===== src/rtl/lsu_rmw.sv =====
// Load/store unit between the memory stage and a word-wide dmem.
// Sub-word stores are done as read-modify-write over two cycles.
module lsu_rmw #(
    parameter int MEM_WORDS = 64
) (
    input  logic        clk,
    input  logic        reset,
    input  logic        req_valid,
    output logic        req_ready,
    input  logic        req_we,
    input  logic [2:0]  req_funct3,
    input  logic [31:0] req_addr,
    input  logic [31:0] req_wdata,
    output logic        resp_valid,
    output logic        resp_err,
    output logic [31:0] resp_rdata,
    output logic        mem_we,
    output logic [3:0]  mem_wmask,
    output logic [31:0] mem_a,
    output logic [31:0] mem_wd,
    input  logic [31:0] mem_rd
);

    typedef enum logic [1:0] {IDLE, ACCESS, WRITE, RESP} state_t;

    state_t      state, state_nx;
    logic        r_we;
    logic [2:0]  r_f3;
    logic [31:0] r_addr, r_wdata;
    logic [31:0] merged_q, rdata_q;
    logic [3:0]  mask_q;

    logic        illegal, misaligned, out_of_range, err;
    logic        sub_store, word_store;
    logic [4:0]  shamt;
    logic [31:0] rd_sh, load_ext, lane32, merged;
    logic [3:0]  sub_mask;

    // Error decode runs off the registered request, so it is stable from ACCESS through RESP.
    assign illegal      = (r_f3 == 3'b011) || (r_f3[2:1] == 2'b11) || (r_f3[2] && r_we);
    assign misaligned   = ((r_f3[1:0] == 2'b01) && r_addr[0]) ||
                          ((r_f3 == 3'b010) && (r_addr[1:0] != 2'b00));
    assign out_of_range = r_addr[31:2] >= 30'(MEM_WORDS);
    assign err          = illegal || misaligned || out_of_range;

    assign sub_store  = r_we && ((r_f3 == 3'b000) || (r_f3 == 3'b001));
    assign word_store = r_we && (r_f3 == 3'b010);

    assign shamt    = {r_addr[1:0], 3'b000};
    assign rd_sh    = mem_rd >> shamt;
    assign sub_mask = ((r_f3 == 3'b000) ? 4'b0001 : 4'b0011) << r_addr[1:0];
    assign lane32   = {{8{sub_mask[3]}}, {8{sub_mask[2]}}, {8{sub_mask[1]}}, {8{sub_mask[0]}}};
    assign merged   = (mem_rd & ~lane32) | ((r_wdata << shamt) & lane32);

    always_comb begin
        load_ext = '0;
        case (r_f3)
            3'b000:  load_ext = {{24{rd_sh[7]}}, rd_sh[7:0]};
            3'b001:  load_ext = {{16{rd_sh[15]}}, rd_sh[15:0]};
            3'b010:  load_ext = mem_rd;
            3'b100:  load_ext = {24'h0, rd_sh[7:0]};
            3'b101:  load_ext = {16'h0, rd_sh[15:0]};
            default: load_ext = '0;
        endcase
    end

    always_ff @(posedge clk or posedge reset) begin
        if (reset) begin
            state    <= IDLE;
            r_we     <= 1'b0;
            r_f3     <= '0;
            r_addr   <= '0;
            r_wdata  <= '0;
            merged_q <= '0;
            rdata_q  <= '0;
            mask_q   <= '0;
        end else begin
            state <= state_nx;
            if (state == IDLE && req_valid) begin
                r_we    <= req_we;
                r_f3    <= req_funct3;
                r_addr  <= req_addr;
                r_wdata <= req_wdata;
            end
            if (state == ACCESS) begin
                rdata_q  <= (!r_we && !err) ? load_ext : '0;
                merged_q <= merged;
                mask_q   <= sub_mask;
            end
        end
    end

    always_comb begin
        state_nx  = state;
        req_ready = 1'b0;
        mem_we    = 1'b0;
        mem_a     = '0;
        mem_wd    = '0;
        mem_wmask = '0;
        case (state)
            IDLE: begin
                req_ready = 1'b1;
                if (req_valid) state_nx = ACCESS;
            end
            ACCESS: begin
                mem_a    = {r_addr[31:2], 2'b00};
                state_nx = RESP;
                if (!err && word_store) begin
                    mem_we    = 1'b1;
                    mem_wd    = r_wdata;
                    mem_wmask = 4'b1111;
                end else if (!err && sub_store) begin
                    state_nx = WRITE;
                end
            end
            WRITE: begin
                mem_a     = {r_addr[31:2], 2'b00};
                mem_we    = 1'b1;
                mem_wd    = merged_q;
                mem_wmask = mask_q;
                state_nx  = RESP;
            end
            RESP: state_nx = IDLE;
            default: state_nx = IDLE;
        endcase
        // Reset kills an in-flight write before the async state clear settles.
        if (reset) mem_we = 1'b0;
    end

    assign resp_valid = (state == RESP);
    assign resp_err   = (state == RESP) && err;
    assign resp_rdata = (state == RESP) ? rdata_q : '0;

endmodule

===== config.mk =====
export PLATFORM = sky130hd
export DESIGN_NAME = lsu_rmw
export DESIGN_NICKNAME = d
export VERILOG_FILES = /design/src/rtl/lsu_rmw.sv
export SDC_FILE = /design/constraint.sdc
export NUM_CORES = 1
export LEC_CHECK = 0
export ABC_AREA = 0
export CAP_MARGIN = 5
export CORE_MARGIN = 2
export CORE_UTILIZATION = 30
export DETAILED_ROUTE_END_ITERATION = 6
export RECOVER_POWER = 50
export SYNTH_ARGS = -nofsm -noshare
export SYNTH_HDL_FRONTEND = slang
export SYNTH_SLANG_ARGS = --single-unit

===== constraint.sdc =====
create_clock -name clk -period 5.2 [get_ports clk]
set_input_delay 0.78 -clock clk [delete_from_list [all_inputs] [get_ports clk]]
set_output_delay 0.78 -clock clk [all_outputs]
set_load 0.05 [all_outputs]

== Word-level counts from Yosys, hierarchy flattened ==
Index checks and enable logic that the tools add are counted.

* Equality and inequality tests: 11
* Shifts and indexed selects: 3
* Bitwise operators: 4
* Multiplexer cells: 17
* Order comparisons: 1
* Reductions and logical operators: 22

{| class="wikitable"
|+ Operators with widths
! kind !! count
|-
| case mux 32 bit (5 select lines) || 1
|-
| 2-to-1 mux 32 bit || 4
|-
| bitwise AND 32 bit || 2
|-
| case mux 32 bit (2 select lines) || 1
|-
| inverter 32 bit || 1
|-
| bitwise OR 32 bit || 1
|-
| left shift 32 x 5 -> 32 bit || 1
|-
| right shift 32 x 5 -> 16 bit || 1
|-
| >= comparator 30 x 7 -> 1 bit (second input constant) || 1
|-
| logical AND 1 bit || 10
|-
| case mux 2 bit (4 select lines) || 1
|-
| case mux 4 bit (2 select lines) || 1
|-
| == test 2 bit (second input constant) || 3
|-
| == test 3 x 2 -> 1 bit (second input constant) || 2
|-
| == test 3 bit (second input constant) || 2
|-
| logical OR 1 bit || 6
|-
| 2-to-1 mux 1 bit || 5
|-
| == test 2 x 1 -> 1 bit (second input constant) || 2
|-
| 2-to-1 mux 2 bit || 2
|-
| 2-to-1 mux 4 bit || 1
|-
| left shift 2 x 2 -> 4 bit || 1
|-
| == test 3 x 1 -> 1 bit (second input constant) || 1
|-
| logical NOT 3 bit || 1
|-
| logical NOT 1 bit || 2
|-
| other kinds (5) || 5
|}

* Bits in registers: 138
* Bits of input ports: 103
* Logic and storage cells: 66
* Output and inout port bits: 104

== Depth between registers and ports, before layout ==
* Depth after elaboration: 10
* Depth in mapped cells: 8

== Worst setup path after synthesis ==
OpenSTA, ideal clock, no wires.

* Path type: in2out
* From: in reset
* To: out mem_we
* Buffers on the path: 0
* Stages on the path: 2
* Arrival: 4.280 ns
* Setup slack: 0.140 ns
* Path through: inv_1 > o21a_1

* Word-level cells in the longest chain between the ends: 1

{| class="wikitable"
|+ Ends and longest elaborated chain
! item !! RTL line !! RTL
|-
| start, declared || 7 || <nowiki>input logic reset,</nowiki>
|-
| 2-to-1 mux 1 bit || 127 || <nowiki>if (reset) mem_we = 1'b0;</nowiki>
|-
| end, declared || 17 || <nowiki>output logic mem_we,</nowiki>
|}

Every way passes these cells.

== Worst setup path in the final report ==
* From: reg state[0]
* To: out mem_wd[10]

* Word-level cells in the longest chain between the ends: 2
* Elaborated cells on any way between the ends: 3
* Classes of those cells: eq/ne: 2; mux: 1

{| class="wikitable"
|+ Ends and longest elaborated chain
! item !! RTL line !! RTL
|-
| start, declared || 26 || <nowiki>state_t state, state_nx;</nowiki>
|-
| start signal, assigned || 78 || <nowiki>state <= state_nx;</nowiki>
|-
| == test 2 bit or == test 2 x 1 -> 1 bit (tied branches) || 100 || <nowiki>case (state)</nowiki>
|-
| case mux 32 bit (2 select lines) * || 100 ||
|-
| end, declared || 20 || <nowiki>output logic [31:0] mem_wd,</nowiki>
|}

Mark *: on every way between the ends. The rest lies on a longest branch, timed or not.

==> impl_metrics.json <==
{
  "syn_avg_cell_area_um2": 10.6,
  "peakVddDrop_uv": 307,
  "clock_skew_ns": 0.0107,
  "postPlaceCellArea_mm2": 0.00995,
  "synthDominantCellAreaShare_pct": 46.9,
  "ys_dominant_reg_cell": "sky130_fd_sc_hd__dfrtp_1",
  "grt_max_degree": 64,
  "rr_startpoint": "state[1]",
  "status": "finished with violations",
  "synth_edf_count": 0,
  "detailedRoute.firstIterationViolations": 654,
  "worst_skew_pair.late_latency_ns": 0.43,
  "grt_antenna_before_repair": 0,
  "antenna-diode-count": 0,
  "post_route_cells_drive_above_1_share_pct": 20.4,
  "period_needed_ns": 4.17,
  "report.final.setup_viol": 0,
  "max-cap-violations": 4,
  "place_congestion": 0.863,
  "routedWlPerCell_um": 20.0,
  "drtPass1Iterations": 7,
  "hold_start": "merged_q[14]",
  "timing.critical_path.required_ns": 4.42,
  "place_inst": 1182,
  "netlist_area_mm2": 0.00736,
  "failed_checks": "capacitance limit, slew limit",
  "synth.ff_latch_count": 138,
  "timing.hold.worst_path_depth": 2,
  "critical_path_peak_fanout": 32,
  "yosys-top-cells-area": "sky130_fd_sc_hd__dfrtp_1, sky130_fd_sc_hd__mux2_2, sky130_fd_sc_hd__and2_1",
  "ys_top_cells_by_count": "sky130_fd_sc_hd__dfrtp_1, sky130_fd_sc_hd__mux2_2, sky130_fd_sc_hd__nand2_1",
  "hold_buffers": 0,
  "synth.yosys.seq_area_share_pct": 46.9,
  "start_kind": "register",
  "post_synth_num_cell_types": 52,
  "worst_ep_arrival_time_ns": 3.39,
  "path_class": "register to primary output",
  "num_io_pins": 207,
  "chipWidth_um": 161,
  "floorplan.die_area_mm2": 0.0258,
  "critPathLaunch": "state[0]",
  "postRouteWirelength_um": 24200,
  "fin_hold_ws_ns": 0.493,
  "cts-buffers-inserted": 17,
  "final_cell_area_mm2": 0.0105,
  "first_global_vias": 6190,
  "post_drt_via_cell_ratio": 5.07,
  "power_density_mw_per_mm2": 673,
  "timing.fmax_mhz": 240,
  "min_path_type": "register to register",
  "drcViolationCount": 0,
  "r2r_cells": 6,
  "syn2layout_area_growth_pct": 42.6,
  "hold_viol": 0,
  "fp-row-count": 57,
  "number_of_non_filler_instances_in_the_completed_layout": 1213,
  "crit_path_capture_type": "primary output",
  "post-cts-setup-buffers": 0,
  "rsz0062_at_grt": "false",
  "slew_violations": 163,
  "final_core_util_pct": 43.4,
  "grt.total_usage_pct": 18.8,
  "worst_setup_hold_path_clk_slew_ns": 0.06,
  "die_y_um": 161,
  "slew_headroom_pct": -18.9,
  "totalNegativeSetupSlack_ns": 0,
  "core_region_area_mm2": 0.0242,
  "synth-warning-count": 0,
  "synthesis.instances": 697,
  "ant_nets": 0,
  "cts_tree": "yes",
  "async_flop_share_pct": 100,
  "static-leakage-power_nw": 4.41,
  "place.detailed.hpwl_um": 17400,
  "grt_first_pass_wirelength_um": 37100,
  "cts-root-buf": "sky130_fd_sc_hd__clkbuf_16",
  "clock_path_buffers": 2,
  "finalNetCount": 984,
  "synth_area_leader_cell": "sky130_fd_sc_hd__dfrtp_1",
  "synthMostInstantiatedCell": "sky130_fd_sc_hd__dfrtp_1",
  "cts.sink_count": 138,
  "post_cts_resize_count": 0,
  "final.period_utilization_pct": 80.2,
  "initial_utilization_pct": 30.5,
  "grt-ovfl-total": 0,
  "h-tree-depth": 4,
  "io_buffers": 204,
  "number_of_vias_in_the_routed_layout": 6144,
  "worst_slew_pin_slew_ns": 1.77
}
final cells by class:
type	count	area (um2)
clock buffers	23	468
clock inverters	8	95.1
fillers	2353	13700
inverters	21	80.1
multi-input cells	481	3530
flip-flops and latches	138	3450
well taps	324	405
repair buffers	218	2470
report_power, final:
group	internal, mW	leakage [nW]	total, mW	switching, mW
logic	1.62	2.44	3.99	2.36
registers	1.50	1.70	1.86	0.362
clock network	0.726	0.273	1.21	0.483
layout by cell type, fill, tap and decap left out, drive strengths merged, types with 8 or more instances in the layout:
cell / instances
a22oi: 16
mux2: 94
o311a: 8
clkbuf: 27
buf: 47
mux2i: 17
and2: 56
a21oi: 33
nor2: 21
nand3b: 8
o2bb2ai: 8
dfrtp: 138
clkdlybuf4s50: 167
a22o: 32
a221oi: 10
inv: 20
o21ai: 45
nand2b: 9
nand2: 68
state kept, by name, indices dropped and copies added, names as in the netlist:
| name | flops |
|---|---|
| merged_q | 32 |
| r_we | 1 |
| r_wdata | 32 |
| mask_q | 4 |
| r_addr | 32 |
| state | 2 |
| r_f3 | 3 |
| rdata_q | 32 |
metrics by stage:
step	setup WS [ns]	power, mW
after floorplan	0.140	4.48
after global placement	1.82	5.84
after detailed placement	1.70	5.88
after CTS	1.25	7.11
after global routing	0.623	7.42
final	1.03	7.06
worst paths after layout:
kind	to	slack (ns)
setup / recovery	mem_wd[10]	1.03
hold / removal	merged_q[14]	0.49
setup reg to reg	rdata_q[29]	2.05
hold reg to reg	merged_q[14]	0.49
max in group asynchronous	merged_q[0]	1.78
min in group asynchronous	r_addr[25]	1.11
cells by family (layout without fill, tap and decap cells):
kind of cell	Yosys count	count (layout)	synth area share (%)
mux	112	112	17.0
fa+ha+maj	4	4	0.680
buf+inv	79	270	5.22
flops	138	138	46.9
other cells	1	2	0.0509
simple gates	184	184	13.1
compound gates	179	179	17.1
critical path, stage by stage (launching register included):
cell and delay, ns:
sky130_fd_sc_hd__dfrtp_1 0.43, sky130_fd_sc_hd__inv_1 0.09, sky130_fd_sc_hd__ha_1 0.30, sky130_fd_sc_hd__clkbuf_1 0.89, sky130_fd_sc_hd__nand3_1 0.16, sky130_fd_sc_hd__nor2_1 0.14
sky130_fd_sc_hd__and4_1 0.26, sky130_fd_sc_hd__buf_4 0.26, sky130_fd_sc_hd__a22o_1 0.27, sky130_fd_sc_hd__buf_12 0.16
metal layers:
| layer | GRT usage [%] | up-vias | wire length [um] |
|---|---|---|---|
| li1 | - | 2866 | - |
| met1 | 26.4 | 3000 | 11200 |
| met2 | 29.5 | 249 | 11200 |
| met3 | 3.69 | 29 | 1360 |
| met4 | 5.65 | 0 | 449 |
| met5 | 0 | - | 0 |
Note: power is estimated with default switching activity, not from simulation.
